[config.mk]
export PLATFORM = sky130hd
export DESIGN_NAME = pico_bus_router
export DESIGN_NICKNAME = d
export VERILOG_FILES = /design/src/rtl/pico_bus_pkg.sv /design/src/rtl/pico_bus_timer.sv /design/src/rtl/pico_bus_router.sv
export SDC_FILE = /design/constraint.sdc
export NUM_CORES = 1
export LEC_CHECK = 0
export ABC_AREA = 1
export BUFFER_PORTS_ARGS = -buffer_cell sky130_fd_sc_hd__buf_2
export CAP_MARGIN = 10
export CORE_AREA = 4 4 174 176
export DETAILED_ROUTE_END_ITERATION = 7
export DIE_AREA = 0 0 178 180
export PLACE_DENSITY = 0.59
export SYNTH_ARGS = -nofsm -noshare
export SYNTH_HDL_FRONTEND = slang
export SYNTH_SLANG_ARGS = --single-unit
[constraint.sdc]
create_clock -name clk -period 3.8 [get_ports clk]
set_input_delay 0.38 -clock clk [delete_from_list [all_inputs] [get_ports clk]]
set_output_delay 0.38 -clock clk [all_outputs]
set_load 0.1 [all_outputs]
[src/rtl/pico_bus_pkg.sv]
// Shared constants and types for the pico_bus_router slice.
// Holds the FSM state encoding, fixed region and timer offsets, the
// default error read data and the latched request payload.
package pico_bus_pkg;

   localparam int unsigned DATA_W = 32;
   localparam int unsigned CNT_W  = 16;

   // Router FSM states
   localparam logic [1:0] ST_IDLE      = 2'd0;
   localparam logic [1:0] ST_RAM_WAIT  = 2'd1;
   localparam logic [1:0] ST_PERI_WAIT = 2'd2;
   localparam logic [1:0] ST_RESP      = 2'd3;

   localparam logic [3:0] REGION_RAM    = 4'h0;
   localparam logic [3:0] REGION_TIMER  = 4'hF;
   localparam logic [3:0] TIMER_RD_OFF  = 4'h0;
   localparam logic [3:0] TIMER_CLR_OFF = 4'h4;

   localparam logic [DATA_W-1:0] DEFAULT_ERR_RDATA = 32'hDEAD_BEEF;

   // Request captured when an access is accepted in IDLE
   typedef struct packed {
      logic [DATA_W-1:0] addr;
      logic [DATA_W-1:0] wdata;
      logic [3:0]        wstrb;
   } bus_req_t;

endpackage

[src/rtl/pico_bus_timer.sv]
// Free-running 32-bit cycle counter behind region 0xF of pico_bus_router.
// Only instantiated when PICO_BUS_TIMER_EN is defined.
// Ports: clk, resetn (async, active-low); wr = accepted write to region F;
// offset = address bits [27:0]; rdata_c = combinational read mux.
module pico_bus_timer
   import pico_bus_pkg::*;
(
   input  logic              clk,
   input  logic              resetn,
   input  logic              wr,
   input  logic [27:0]       offset,
   output logic [DATA_W-1:0] rdata_c
);

   logic [DATA_W-1:0] count_q;
   logic              clr_c;

   assign clr_c   = wr && (offset == 28'(TIMER_CLR_OFF));
   assign rdata_c = (offset == 28'(TIMER_RD_OFF)) ? count_q : '0;

   // Counter wraps naturally at 0xFFFF_FFFF
   always_ff @(posedge clk or negedge resetn) begin
      if (!resetn)    count_q <= '0;
      else if (clr_c) count_q <= '0;
      else            count_q <= count_q + 32'd1;
   end

endmodule

[src/rtl/pico_bus_router.sv]
// Bus router between the picorv32 native memory interface, one RAM and
// NUM_PERI peripheral slaves, with per-access timeout, error reporting and
// a finish-address core hold. Optional macro PICO_BUS_TIMER_EN maps a
// cycle counter into region 0xF (otherwise region 0xF is an error).
// Ports: CPU side mem_*; RAM side ram_* (level strobes); peripheral side
// peri_* (one-cycle strobes, slave i in region PERI_BASE_REGION+i);
// status bus_err/err_addr, finished, cpu_resetn; host conf_sel.
module pico_bus_router
   import pico_bus_pkg::*;
#(
   parameter int unsigned NUM_PERI         = 4,
   parameter int unsigned PERI_BASE_REGION = 1,
   parameter int unsigned TIMEOUT_CYCLES   = 255,
   parameter logic [31:0] FINISH_ADDR      = 32'h2000_0000,
   parameter logic [31:0] ERR_RDATA        = DEFAULT_ERR_RDATA
) (
   input  logic                       clk,
   input  logic                       resetn,
   input  logic                       conf_sel,
   input  logic                       mem_valid,
   input  logic [31:0]                mem_addr,
   input  logic [31:0]                mem_wdata,
   input  logic [3:0]                 mem_wstrb,
   output logic                       mem_ready,
   output logic [31:0]                mem_rdata,
   output logic                       cpu_resetn,
   output logic                       finished,
   output logic                       ram_rden,
   output logic                       ram_wren,
   output logic [31:0]                ram_addr,
   output logic [31:0]                ram_wdata,
   output logic [3:0]                 ram_wstrb,
   input  logic [31:0]                ram_rdata,
   input  logic                       ram_ready,
   output logic [NUM_PERI-1:0]        peri_rden,
   output logic [NUM_PERI-1:0]        peri_wren,
   output logic [31:0]                peri_addr,
   output logic [31:0]                peri_wdata,
   output logic [3:0]                 peri_wstrb,
   input  logic [32*NUM_PERI-1:0]     peri_rdata,
   input  logic [NUM_PERI-1:0]        peri_ready,
   output logic                       bus_err,
   output logic [31:0]                err_addr
);

   logic [1:0]          state_q, state_d;
   bus_req_t            req_q, req_d;
   logic [3:0]          sel_q, sel_d;
   logic [CNT_W-1:0]    cnt_q, cnt_d;
   logic                ram_rden_d, ram_wren_d, mem_ready_d, bus_err_d, finished_d;
   logic [NUM_PERI-1:0] peri_rden_d, peri_wren_d;
   logic [31:0]         mem_rdata_d, err_addr_d;

   logic [3:0]          region_c;
   logic                is_wr_c;
   logic [NUM_PERI-1:0] peri_hit_c;
   logic [3:0]          peri_idx_c;
   logic                sel_ready_c, wait_ready_c, timeout_c;
   logic [31:0]         sel_rdata_c, wait_rdata_c;

   assign region_c  = mem_addr[31:28];
   assign is_wr_c   = |mem_wstrb;
   assign timeout_c = (cnt_q == 16'(TIMEOUT_CYCLES));

   assign cpu_resetn = resetn & ~conf_sel & ~finished;
   assign ram_addr   = {2'b00, req_q.addr[31:2]};
   assign ram_wdata  = req_q.wdata;
   assign ram_wstrb  = req_q.wstrb;
   assign peri_addr  = req_q.addr;
   assign peri_wdata = req_q.wdata;
   assign peri_wstrb = req_q.wstrb;

`ifdef PICO_BUS_TIMER_EN
   logic        timer_wr_c;
   logic [31:0] timer_rdata_c;

   pico_bus_timer u_timer (
      .clk     (clk),
      .resetn  (resetn),
      .wr      (timer_wr_c),
      .offset  (mem_addr[27:0]),
      .rdata_c (timer_rdata_c)
   );
`endif

   // Peripheral region decode (5-bit compare avoids wrap past region 0xF)
   always_comb begin
      peri_hit_c = '0;
      peri_idx_c = '0;
      for (int unsigned i = 0; i < NUM_PERI; i++) begin
         if ({1'b0, region_c} == 5'(PERI_BASE_REGION + i)) begin
            peri_hit_c[i] = 1'b1;
            peri_idx_c    = 4'(i);
         end
      end
   end

   // Ready/rdata of the selected slave only; other slaves are ignored
   always_comb begin
      sel_ready_c = 1'b0;
      sel_rdata_c = '0;
      for (int unsigned i = 0; i < NUM_PERI; i++) begin
         if (sel_q == 4'(i)) begin
            sel_ready_c = peri_ready[i];
            sel_rdata_c = peri_rdata[32*i +: 32];
         end
      end
   end

   assign wait_ready_c = (state_q == ST_RAM_WAIT) ? ram_ready : sel_ready_c;
   assign wait_rdata_c = (state_q == ST_RAM_WAIT) ? ram_rdata : sel_rdata_c;

   // State register and all registered outputs
   always_ff @(posedge clk or negedge resetn) begin
      if (!resetn) begin
         state_q   <= ST_IDLE;
         req_q     <= '0;
         sel_q     <= '0;
         cnt_q     <= '0;
         ram_rden  <= 1'b0;
         ram_wren  <= 1'b0;
         peri_rden <= '0;
         peri_wren <= '0;
         mem_ready <= 1'b0;
         mem_rdata <= '0;
         bus_err   <= 1'b0;
         err_addr  <= '0;
         finished  <= 1'b0;
      end else begin
         state_q   <= state_d;
         req_q     <= req_d;
         sel_q     <= sel_d;
         cnt_q     <= cnt_d;
         ram_rden  <= ram_rden_d;
         ram_wren  <= ram_wren_d;
         peri_rden <= peri_rden_d;
         peri_wren <= peri_wren_d;
         mem_ready <= mem_ready_d;
         mem_rdata <= mem_rdata_d;
         bus_err   <= bus_err_d;
         err_addr  <= err_addr_d;
         finished  <= finished_d;
      end
   end

   // Next-state and next-output logic
   always_comb begin
      state_d     = state_q;
      req_d       = req_q;
      sel_d       = sel_q;
      cnt_d       = cnt_q;
      ram_rden_d  = ram_rden;
      ram_wren_d  = ram_wren;
      peri_rden_d = '0;
      peri_wren_d = '0;
      mem_ready_d = 1'b0;
      mem_rdata_d = '0;
      bus_err_d   = 1'b0;
      err_addr_d  = err_addr;
      finished_d  = finished & ~conf_sel;
`ifdef PICO_BUS_TIMER_EN
      timer_wr_c  = 1'b0;
`endif

      case (state_q)
         ST_IDLE: begin
            if (mem_valid) begin
               req_d = '{addr: mem_addr, wdata: mem_wdata, wstrb: mem_wstrb};
               // Finish write wins over the peripheral decode of its region
               if (is_wr_c && (mem_addr == FINISH_ADDR)) begin
                  finished_d  = ~conf_sel;
                  state_d     = ST_RESP;
                  mem_ready_d = 1'b1;
               end else if (region_c == REGION_RAM) begin
                  state_d    = ST_RAM_WAIT;
                  cnt_d      = '0;
                  ram_rden_d = ~is_wr_c;
                  ram_wren_d = is_wr_c;
               end else if (|peri_hit_c) begin
                  state_d     = ST_PERI_WAIT;
                  cnt_d       = '0;
                  sel_d       = peri_idx_c;
                  peri_rden_d = is_wr_c ? '0 : peri_hit_c;
                  peri_wren_d = is_wr_c ? peri_hit_c : '0;
               end
`ifdef PICO_BUS_TIMER_EN
               else if (region_c == REGION_TIMER) begin
                  timer_wr_c  = is_wr_c;
                  state_d     = ST_RESP;
                  mem_ready_d = 1'b1;
                  mem_rdata_d = is_wr_c ? '0 : timer_rdata_c;
               end
`endif
               else begin
                  state_d     = ST_RESP;
                  mem_ready_d = 1'b1;
                  mem_rdata_d = ERR_RDATA;
                  bus_err_d   = 1'b1;
                  err_addr_d  = mem_addr;
               end
            end
         end

         ST_RAM_WAIT, ST_PERI_WAIT: begin
            // Ready is checked first so it beats a coincident timeout
            if (wait_ready_c) begin
               state_d     = ST_RESP;
               ram_rden_d  = 1'b0;
               ram_wren_d  = 1'b0;
               mem_ready_d = 1'b1;
               mem_rdata_d = (|req_q.wstrb) ? '0 : wait_rdata_c;
            end else if (timeout_c) begin
               state_d     = ST_RESP;
               ram_rden_d  = 1'b0;
               ram_wren_d  = 1'b0;
               mem_ready_d = 1'b1;
               mem_rdata_d = ERR_RDATA;
               bus_err_d   = 1'b1;
               err_addr_d  = req_q.addr;
            end else begin
               cnt_d = cnt_q + 16'd1;
            end
         end

         default: begin
            state_d = ST_IDLE;
         end
      endcase
   end

endmodule
# Word-level counts from Yosys, hierarchy flattened
# Cells that the tools add are included.
[word_totals] ff_bits=167 latchBits=0 ramBits=0 mem_bits_ro=0 input_bits=237 wordCells=142 n_memories=0
[op_classes] add_sub_neg=1 mul=0 div=0 order_cmp=0 eq_ne=21 n_shift=0 mux=82 n_bitwise=8 reduce_logical=15
[op_table] cell="two-way mux 32 bit" n=18
[op_table] cell="case mux 32 bit (2 select lines)" n=2
[op_table] cell="two-way mux 16 bit" n=6
[op_table] cell="two-way mux 4 bit" n=14
[op_table] cell="== test 32 x 30 -> 1 bit, second input constant" n=1
[op_table] cell="case mux 16 bit (2 select lines)" n=1
[op_table] cell="two-way mux 1 bit" n=31
[op_table] cell="adder 16 x 1 -> 16 bit, second input constant" n=1
[op_table] cell="== test 16 x 8 -> 1 bit, second input constant" n=1
[op_table] cell="== test 4 x 2 -> 1 bit, second input constant" n=4
[op_table] cell="inequality test 2 bit, second input constant" n=8
[op_table] cell="OR reduction 4 bit" n=3
[op_table] cell="two-way mux 2 bit" n=5
[op_table] cell="AND reduction 5 bit" n=2
[op_table] cell="== test 4 x 1 -> 1 bit, second input constant" n=2
[op_table] cell="zero test 4 bit" n=2
[op_table] cell="case mux 1 bit (2 select lines)" n=4
[op_table] cell="AND reduction 7 bit" n=1
[op_table] cell="inequality test 3 bit, second input constant" n=2
[op_table] cell="AND reduction 6 bit" n=1
[op_table] cell="NOT 1 bit" n=5
[op_table] cell="== test 4 x 3 -> 1 bit, second input constant" n=1
[op_table] cell="case mux 2 bit (2 select lines)" n=1
[op_table] cell="AND reduction 2 bit" n=2
[op_table] cell="7 further kinds" n=9

# Longest topological paths before layout
[depth] ltp_word=9 depth_mapped=14 ltp_nobuf=12

# Worst setup path before layout
# Ideal clock, no wire load.
[synth_path] kind="register to output" startpoint="reg finished" endpoint="out cpu_resetn" arrival_time_ps=2209 slack_ps=1211 path_stages_with_launch=4 cell_sequence="dfrtp_1 > inv_1 > nand2_1 > nor2_1"
[synth_between] elab_chain_len=2
[synth_lines] item="start, declared" line_no="pico_bus_router.sv:27" source="output logic finished,"
[synth_lines] item="start signal, assigned" line_no="pico_bus_router.sv:142" source="finished <= finished_d;"
[synth_lines] item="NOT 1 bit" line_no="pico_bus_router.sv:65" source="assign cpu_resetn = resetn & ~conf_sel & ~finished;"
[synth_lines] item="AND 1 bit" line_no="pico_bus_router.sv:65"
[synth_lines] item="end, declared" line_no="pico_bus_router.sv:26" source="output logic cpu_resetn,"
# Every way passes these cells.

# Final worst setup path
[layout_path] startpoint="reg state_q[0]" endpoint="reg err_addr[17]"
[layout_between] elab_chain_len=4
[layout_lines] item="start, declared" line_no="pico_bus_router.sv:46" source="logic [1:0] state_q, state_d;"
[layout_lines] item="start signal, assigned" line_no="pico_bus_router.sv:130" source="state_q <= state_d;"
[layout_lines] item="== test 2 x 1 -> 1 bit / == test 2 bit (equally long branches)" line_no="pico_bus_router.sv:110, pico_bus_router.sv:165"
[layout_lines] item="OR reduction 2 bit / two-way mux 1 bit (equally long branches)" line_no="pico_bus_router.sv:165, pico_bus_router.sv:110"
[layout_lines] item="inequality test 2 bit (no source line) / nonzero test 2 bit (equally long branches)"
[layout_lines] item="AND reduction 7 bit (no source line)"
[layout_lines] item="end signal, assigned" line_no="pico_bus_router.sv:141" source="err_addr <= err_addr_d;"
[layout_lines] item="end, declared" line_no="pico_bus_router.sv:43" source="output logic [31:0] err_addr"
# Several ways; a longest one is shown, not always the timed one.
# A chain may end at the register's enable or synchronous reset.

==> reports/qor.yml <==
criticalPathCategory: "reg2reg"
portBuffers: 448
synth_area_um2: 9459
die_area_um2: 32040
place_hpwl_um: 24520
synth_compound_area_frac: 0.1078
grt_pass1_wl_um: 49620
synth-xor-area-share: 0.01111
hp-start: "conf_sel"
min_period_ns: 2.498
synth_top_family_by_area: "simple AND/OR/NAND/NOR gates"
whs_ns: 0.1194
grt_pass1_vias: 9048
postLayoutCellArea_um2: 12030
io_pins: 451
dieHeight_um: 180
synthCells: 1345
mostFrequentLayoutCell: "nand2_1"
gr-usage-all-layers: 0.1951
grt.overflow.total: 0
cp.buffers_inverters: 2
synth.avg_cell_area_um2: 7.033
clk_pin_slew_worst_paths_ns: 0.07
hold_viol_final: 0
antenna_found_initial: 4
ctsResizeCount: 0
relSlewSlack: 0.3456
ys_seq_area_frac: 0.4365
crit_arrival_ns: 2.80
core-area_um2: 28630
rows: 62
clk_path_buf_depth: 2
crit_family: "simple AND/OR/NAND/NOR gates"
cts.sinks: 165
grt_use_met3: 0.03466
slowest_stage: "buf_4"
setup-tns-final_ns: 0
muxShareOfSynthArea: 0
synth_adder_area_share: 0.005291
via_per_inst: 4.609
worstSetupStartpointType: "flip-flop"
cts_root_buffer: "clkbuf_16"
ant_nets: 0
worstSetupStartpoint: "state_q[0]"
cts_made_buffers: 17
finClkSkew_ns: 0.01705
synthSimpleGateAreaFrac: 0.3179
worstPathMaxFanout: 72
rr_startpoint: "state_q[0]"
slew_violations: 0
grtUsageMet1: 0.2520
critPathMaxStageDelay_ns: 0.53
drc: 0
cts_max_level: 4
fmax_mhz: 400.3
fin_util: 0.4202
num_vias: 9619
clock_latency_ns: 0.43
ys_ff_latch: 165
status: "complete, no violations"
post_synth_num_cell_types: 35
cap_violations: 0
path_common_cell: "nand2_1"
grt_max_degree: 106
cts_tree: "yes"
layout_common_cells: "nand2_1, buf_2, dfrtp_1"
grt_busiest_layer: "met2"
drt_iter0_drc: 605
post_cts_buffers: 0
postPlaceCellArea_um2: 11430
dr.pass1.iters: 6
rsz0062_at_grt: "false"
path_cells: "inv_1 > ha_2 > buf_4 > nand3_4 > nand2_8 > nor2_8 > nand2_1 > nand2_1"
wl_per_cell_um: 15.61
crit_required_ns: 4.10
ys_warn_count: 0
start_util: 0.3304
crit_path_end_kind: "flip-flop"
gr-usage-met2: 0.3323
gp_congestion: 0.9420
area_delta_synth_final_pct: 27.16
nets: 1927
wl_um: 32590
worst_pin_slew_ns: 0.9816
drive_gt1_frac: 0.3067
finalSetupViolations: 0
die_w_um: 178
hold_class: "in2reg"
timing.final.crit_share: 0.6574
stage by stage:
step | worst slack, ns | instances
4_1_cts | 1.248 | 2083
5_1_grt | 1.048 | 2087
3_5_place_dp | 1.259 | 2050
3_3_place_gp | 1.312 | 2050
2_1_floorplan | 1.211 | 1346
6_report | 1.302 | 2087
logic make-up after synthesis:
| family | after synthesis |
|---|---|
| flip-flops | 165 |
| other | 1 |
| AND/OR/NAND/NOR | 744 |
| AO/OA/AOI/OAI | 201 |
| buffers and inverters | 218 |
| adder cells (fa/ha/maj) | 4 |
| XOR/XNOR | 12 |
state kept, by name, summed over array words and instances, names as in the netlist, 2 cells and up:
signal      cells
state_q         2
err_addr       32
cnt_q          16
peri_rden       4
peri_wstrb      4
sel_q           2
peri_wdata     32
peri_wren       4
peri_addr      32
mem_rdata      32
final timing paths:
kind | endpoint | slack (ns) | cells after the start
min in group asynchronous | mem_rdata[22] | 0.51 | 2
hold / removal | finished | 0.12 | 2
setup reg to reg | err_addr[17] | 1.30 | 8
hold reg to reg | err_addr[10] | 0.48 | 2
setup / recovery | err_addr[17] | 1.30 | 8
max in group asynchronous | mem_rdata[11] | 2.10 | 3
cell type report:
class / instances / area [um2]
well taps: 384 / 480.5
multi-input cells: 963 / 4199
inverters: 81 / 304.0
clock buffers: 17 / 425.4
clock inverters: 15 / 153.9
flip-flops and latches: 165 / 4129
repair buffers: 458 / 2326
diodes: 4 / 10.01
fillers: 3019 / 16600
timing repair:
action / 4_1_cts / 5_1_grt
endpoints found under the hold margin: 63 / 0
hold buffers: 1 / 0
endpoints found under the setup margin: 0 / 0
per-layer routing:
| metal | vias to the layer above | part of all wire |
|---|---|---|
| met5 | - | 0 |
| met4 | 0 | 0.020 |
| met3 | 34 | 0.065 |
| met2 | 361 | 0.49 |
| met1 | 4408 | 0.42 |
| li1 | 4816 | - |
cell usage after synthesis:
library cell	n	area, um2
inv_2	14	52.55
buf_2	15	75.07
buf_6	6	67.56
nor2_8	1	20.02
o21ai_0	131	655.6
conb_1	1	3.750
nor3_1	11	55.05
xnor2_1	2	17.52
xor2_1	10	87.58
buf_1	6	22.52
buf_4	70	525.5
inv_1	66	247.7
clkbuf_1	40	150.1
o21a_1	1	7.510
dfrtp_1	165	4129
nand2_2	1	6.260
nand3b_1	7	52.55
nor2_2	2	12.51
nand2_8	1	20.02
nor4_1	7	43.79
nor2_1	136	510.5
nand3_2	1	10.01
clkinv_1	1	3.750
ha_1	4	50.05
nor2_4	3	33.78
nand3_1	19	95.09
nor3b_1	1	7.510
nand3_4	2	35.03
nand4_1	6	37.54
o21ai_1	41	205.2
nand2_1	543	2038
or2_2	1	6.260
nand2_4	2	22.52
a21oi_4	1	16.27
a21oi_1	27	135.1
Power is not shown: default switching activity piles up to over one toggle a cycle in this logic, so the estimate is an artifact.
